<file path="config.mk">
export PLATFORM = sky130hd
export DESIGN_NAME = framed_serializer
export DESIGN_NICKNAME = d
export VERILOG_FILES = /design/src/rtl/framed_serializer.sv
export SDC_FILE = /design/constraint.sdc
export NUM_CORES = 1
export LEC_CHECK = 0
export BUFFER_PORTS_ARGS = -buffer_cell sky130_fd_sc_hd__buf_2
export CAP_MARGIN = 20
export CELL_PAD_IN_SITES_DETAIL_PLACEMENT = 1
export CELL_PAD_IN_SITES_GLOBAL_PLACEMENT = 1
export CORE_ASPECT_RATIO = 1.2
export CORE_MARGIN = 10
export CORE_UTILIZATION = 39
export DETAILED_ROUTE_END_ITERATION = 16
export GPL_TIMING_DRIVEN = 0
export PLACE_DENSITY = 0.89
export SLEW_MARGIN = 20
export SYNTH_ARGS = -nofsm -noshare
export SYNTH_HDL_FRONTEND = slang
export SYNTH_SLANG_ARGS = --single-unit
</file>
<file path="constraint.sdc">
create_clock -name clk -period 4.3 [get_ports clk]
set_input_delay 0.645 -clock clk [delete_from_list [all_inputs] [get_ports clk]]
set_output_delay 0.645 -clock clk [all_outputs]
set_load 0.03 [all_outputs]
</file>
<file path="src/rtl/framed_serializer.sv">
// Word-to-bit-stream serializer: valid/ready word intake, MSB- or LSB-first output,
// each bit held CLKS_PER_BIT clocks, gapless back-to-back words.
package framed_serializer_pkg;
  typedef enum logic {MSB_FIRST = 1'b0, LSB_FIRST = 1'b1} shift_direction_t;
endpackage

module framed_serializer
  import framed_serializer_pkg::*;
#(
  parameter int   N            = 8,
  parameter int   CLKS_PER_BIT = 1,
  parameter logic IDLE_LEVEL   = 1'b0
) (
  input  logic             clk,
  input  logic             rst,
  input  logic             i_valid,
  output logic             o_ready,
  input  shift_direction_t direction,
  input  logic [N-1:0]     i_data,
  output logic             out,
  output logic             o_active,
  output logic             o_last,
  output logic [N-1:0]     q
);
  localparam int BW = $clog2(N);
  localparam int TW = (CLKS_PER_BIT > 1) ? $clog2(CLKS_PER_BIT) : 1;
  localparam logic [BW-1:0] LAST_BIT  = BW'(N - 1);
  localparam logic [TW-1:0] LAST_TICK = TW'(CLKS_PER_BIT - 1);

  typedef enum logic {IDLE = 1'b0, SHIFT = 1'b1} state_t;

  state_t           state, state_nxt;
  logic [BW-1:0]    bit_idx;
  logic [TW-1:0]    tick;
  shift_direction_t dir;
  logic             bit_done, word_done, accept;

  assign bit_done  = (tick == LAST_TICK);
  assign word_done = (state == SHIFT) && bit_done && (bit_idx == LAST_BIT);
  assign accept    = i_valid && o_ready;

  always_ff @(posedge clk) begin
    if (rst) state <= IDLE;
    else     state <= state_nxt;
  end

  always_comb begin
    state_nxt = state;
    case (state)
      IDLE:    if (accept) state_nxt = SHIFT;
      SHIFT:   if (word_done && !accept) state_nxt = IDLE;
      default: state_nxt = IDLE;
    endcase
  end

  // Outputs are forced quiet while rst is asserted, independent of the registers.
  always_comb begin
    o_ready  = 1'b0;
    o_active = 1'b0;
    o_last   = 1'b0;
    out      = IDLE_LEVEL;
    if (!rst) begin
      case (state)
        IDLE: o_ready = 1'b1;
        SHIFT: begin
          o_active = 1'b1;
          o_last   = word_done;
          o_ready  = word_done;
          out      = (dir == LSB_FIRST) ? q[0] : q[N-1];
        end
        default: ;
      endcase
    end
  end

  // The final bit also shifts, so q drains to zero once a word completes.
  always_ff @(posedge clk) begin
    if (rst) begin
      q       <= '0;
      bit_idx <= '0;
      tick    <= '0;
      dir     <= MSB_FIRST;
    end else if (accept) begin
      q       <= i_data;
      dir     <= direction;
      bit_idx <= '0;
      tick    <= '0;
    end else if (state == SHIFT) begin
      if (!bit_done) begin
        tick <= tick + 1'b1;
      end else begin
        tick    <= '0;
        bit_idx <= (bit_idx == LAST_BIT) ? '0 : bit_idx + 1'b1;
        case (dir)
          MSB_FIRST: q <= q << 1;
          LSB_FIRST: q <= q >> 1;
          default:   q <= q;
        endcase
      end
    end
  end
endmodule

</file>
## After elaboration in Yosys (flattened, before gate mapping)

Index checks and enable logic that the tools add are counted.

- Add/subtract/negate cells: 2
- Equality and inequality tests: 2
- Mux-type cells: 18
- Bitwise gates (word level): 3
- Reduce and logical (&&, ||, !) cells: 9

Operator list:

| operator | count |
|---|---|
| 2-to-1 mux 8 bit | 3 |
| one-hot mux 8 bit (2 select lines) | 1 |
| 2-to-1 mux 1 bit | 11 |
| logical AND 1 bit | 4 |
| one-hot mux 1 bit (2 select lines) | 2 |
| AND reduction 2 bit | 2 |
| adder 3 x 1 -> 3 bit (second input constant) | 1 |
| equality test 3 bit (second input constant) | 1 |
| 2-to-1 mux 3 bit | 1 |
| inverter 1 bit | 3 |
| inequality test 2 x 1 -> 1 bit (second input constant) | 1 |
| nonzero test 2 bit | 1 |
| OR reduction 2 bit | 1 |
| adder 1 bit (second input constant) | 1 |
| zero test 1 bit | 1 |

- Register bits: 14
- Output and inout port bits: 12
- Logic and storage cells: 39

## Depth between registers and ports, before layout

- Word-level depth: 10
- Gate-level depth with buffers: 6
- Depth with buffers taken out: 5

## Least setup slack after synthesis

No wires, ideal clock.

- Path kind: input -> output
- Start point: input rst
- End point: output out
- Arrival: 1,645 ps
- Data required time: 3,655 ps
- Slack: 2,010 ps
- Cell stages on the path: 3
- Buffers on the path: 1
- Path through: buf_6 > and2b_1 > nor2b_1

- Longest elaborated chain between the ends: 1

Ends and longest elaborated chain:

| item | line | text |
|---|---|---|
| start: declaration | 15 | `input logic rst,` |
| 2-to-1 mux 1 bit | 62 | `if (!rst) begin` |
| end: declaration | 20 | `output logic out,` |

Every way passes these cells.

## Worst setup path after layout

- Start point: register bit_idx[0]
- End point: output o_ready

- Longest elaborated chain between the ends: 4

Ends and longest elaborated chain:

| item | line | text |
|---|---|---|
| start: declaration | 33 | `logic [BW-1:0] bit_idx;` |
| start signal: assignment | 93 | `bit_idx <= (bit_idx == LAST_BIT) ? '0 : bit_idx + 1'b1;` |
| equality test 3 bit | 39 | `assign word_done = (state == SHIFT) && bit_done && (bit_idx == LAST_BIT);` |
| logical AND 1 bit | 39 |  |
| one-hot mux 1 bit (2 select lines) | 63 | `case (state)` |
| 2-to-1 mux 1 bit | 62 |  |
| end: declaration | 17 | `output logic o_ready,` |

Every way passes these cells.

==> flow_summary.ini <==
[global_route]
antenna_found_initial = 0
top_usage_layer = met2
grt_remaining_overflow = 0
grt_pass1_wl_um = 3950
met1_usage = 0.131
grt_max_degree = 11
grt_use_total = 0.117
grt_pass1_vias = 836
use_met3 = 0.0366
met2_usage = 0.198

[floorplanning]
row_count = 17
initial_utilization = 0.420
core_sq_um = 1870
fp.dieH_um = 69.2
dieArea_sq_um = 4220
pin_count = 24
die_w_um = 61.0

[clock_tree]
clock_latency_ns = 0.28
cts-root-buf = clkbuf_4
clk_pin_slew_ns = 0.09
hold_buffers = 0
cts_resized = 0
cts_buffers = 3
cts_max_level = 1
cts_tree = yes
post_cts_buffers = 0
cts.sinks = 13
clock_path_buffers = 2

[timing]
rsz0062_at_grt = false
fin_crit_ns = 2.28
min_period_over_period = 0.531
finalSetupViolCount = 0
tightest_slew_ns = 0.364
skew_ns = 0.000948
slew_viol_final = 0
relSlewSlack = 0.751
whs_ns = 0.544
hold_violations = 0
tns_ns = 0
fmax_ghz = 0.438

[critical_path]
cp_common_cell = ha_1
critPathTopFamily = adder cells
crit_path_cell_trace = ha_1 -> ha_1 -> and2b_4 -> nor2_1 -> buf_2
cp.arrival_ns = 1.64
start_kind = flop
cp-end-kind = primary output
max_stage_delay_ns = 0.34
criticalPathCategory = reg2out
crit_path_max_fanout = 6
cp_slowest_cell = dfxtp_1
cp_data_required_time_ns = 3.65
crit_buf_inv = 1

[yosys]
synthCells = 85
synth_fp_nets = 99
ys_warn_count = 0
synth_seq_area_share = 0.331
ys_ff_latch = 13
ys_types = 28
syn_area_per_cell_sq_um = 9.24
synthesis.area_sq_um = 786

[pwr]
p_per_area_nw_per_um2 = 317
vdd_drop_max_uv = 168
power_leakage_nw = 0.411

[hold_path]
hold_path_class = reg2reg

[layout]
n_antenna_cell = 0
mostFrequentLayoutCell = buf_2
register_area_sq_um = 260
syn_to_final_growth_pct = 20.4
drive_gt1_frac = 0.378
fillerInstances = 232
mostFrequentLayoutCells = buf_2, dfxtp_1, nor2_1
finish.instance_area_sq_um = 946
finalNetCount = 126
multi_input_area_sq_um = 472

[drt]
viasPerCell = 5.68
first_pass_iters = 4
wl_per_cell_um = 18.3
drt_iter0_drc = 17
drc = 0
num_vias = 738
detail-route-antenna-nets = 0
wirelength_um = 2380

[placement]
io_buffers = 22
placed_area_sq_um = 920
routabilityCongestion = 0.758
dp_hpwl_um = 1870

[outcome]
status = finished, final reports clean

[job]
drv_cap = 0
[path summary, 6_finish.rpt]
path,from,to,slack [ns],cells after the start
min reg2reg,q[0]$_SDFFE_PP0P_,q[0]$_SDFFE_PP0P_,0.54,2
max reg2reg,bit_idx[0]$_SDFFE_PP0P_,q[7]$_SDFFE_PP0P_,2.71,5
min,q[0]$_SDFFE_PP0P_,q[0]$_SDFFE_PP0P_,0.54,2
max,bit_idx[0]$_SDFFE_PP0P_,o_ready,2.02,5
[final cells by class]
type                    instances  area share
multi-input cells              64       0.499
repair buffers                 22       0.116
flip-flops and latches         13       0.275
inverters                       1     0.00397
clock buffers                   4      0.0278
well taps                      19      0.0251
plain buffers                   7      0.0529
[cell families after synthesis]
group,after synthesis,synth area share
AOI/OAI and AO/OA,20,0.244
adders and majority gates,2,0.0318
buffers and inverters,8,0.0685
DFF,13,0.331
muxes,8,0.102
and+or+nand+nor,34,0.223
[registers in the layout, summed over array words and instances, names as in the netlist]
name,flops
bit_idx,3
q,8
dir,1
state,1
[metal layers]
layer / vias up / share of wire
li1: 358 / -
met1: 357 / 0.40
met2: 19 / 0.52
met3: 4 / 0.059
met4: 0 / 0.015
met5: - / 0
[tightest hold or removal path, stage by stage, from the launching register on]
cell      delay (ns)
dfxtp_1         0.35
nand2b_1        0.09
a211oi_2        0.06
[Yosys cell counts]
cell type  instances  area share
inv_1              1      0.0048
buf_2              4       0.025
ha_1               2       0.032
o32a_1             1       0.013
mux2i_1            8        0.10
dfxtp_1           13        0.33
and2b_4            1       0.013
nor2_1            12       0.057
a211o_1            1       0.011
nor3b_1            1      0.0096
buf_6              2       0.029
nor2b_1            2       0.016
nand3_1            1      0.0064
nor2_4             1       0.014
nor4b_1            1       0.011
nor3_1             2       0.013
a21oi_1            2       0.013
buf_4              1      0.0096
and2_1             1      0.0080
nand2b_1           2       0.016
a22o_1             6       0.067
o21ai_1            1      0.0064
and2b_1            1      0.0096
a211oi_2           7        0.11
nand2b_2           1       0.011
a2111oi_0          1       0.011
a32oi_1            1       0.011
nand2_1            8       0.038
[per-stage QoR]
| stage | cells | utilization | power, mW | setup WS, ns |
|---|---|---|---|---|
| after floorplan | 85 | - | 0.197 | 2.01 |
| after global placement | 126 | 0.491 | 0.217 | 2.37 |
| after detailed placement | 126 | 0.491 | 0.222 | 2.31 |
| after CTS | 130 | 0.505 | 0.301 | 2.01 |
| after global routing | 130 | 0.505 | 0.317 | 1.89 |
| final | 130 | 0.505 | 0.300 | 2.02 |
[where the power goes]
part / switching (mW) / leakage [nW] / internal (mW)
clock network: 0.0455 / 0.0150 / 0.0361
registers: 0.00970 / 0.107 / 0.129
logic: 0.0487 / 0.289 / 0.0313
total: 0.104 / 0.411 / 0.196
(Power assumes the default switching activity.)
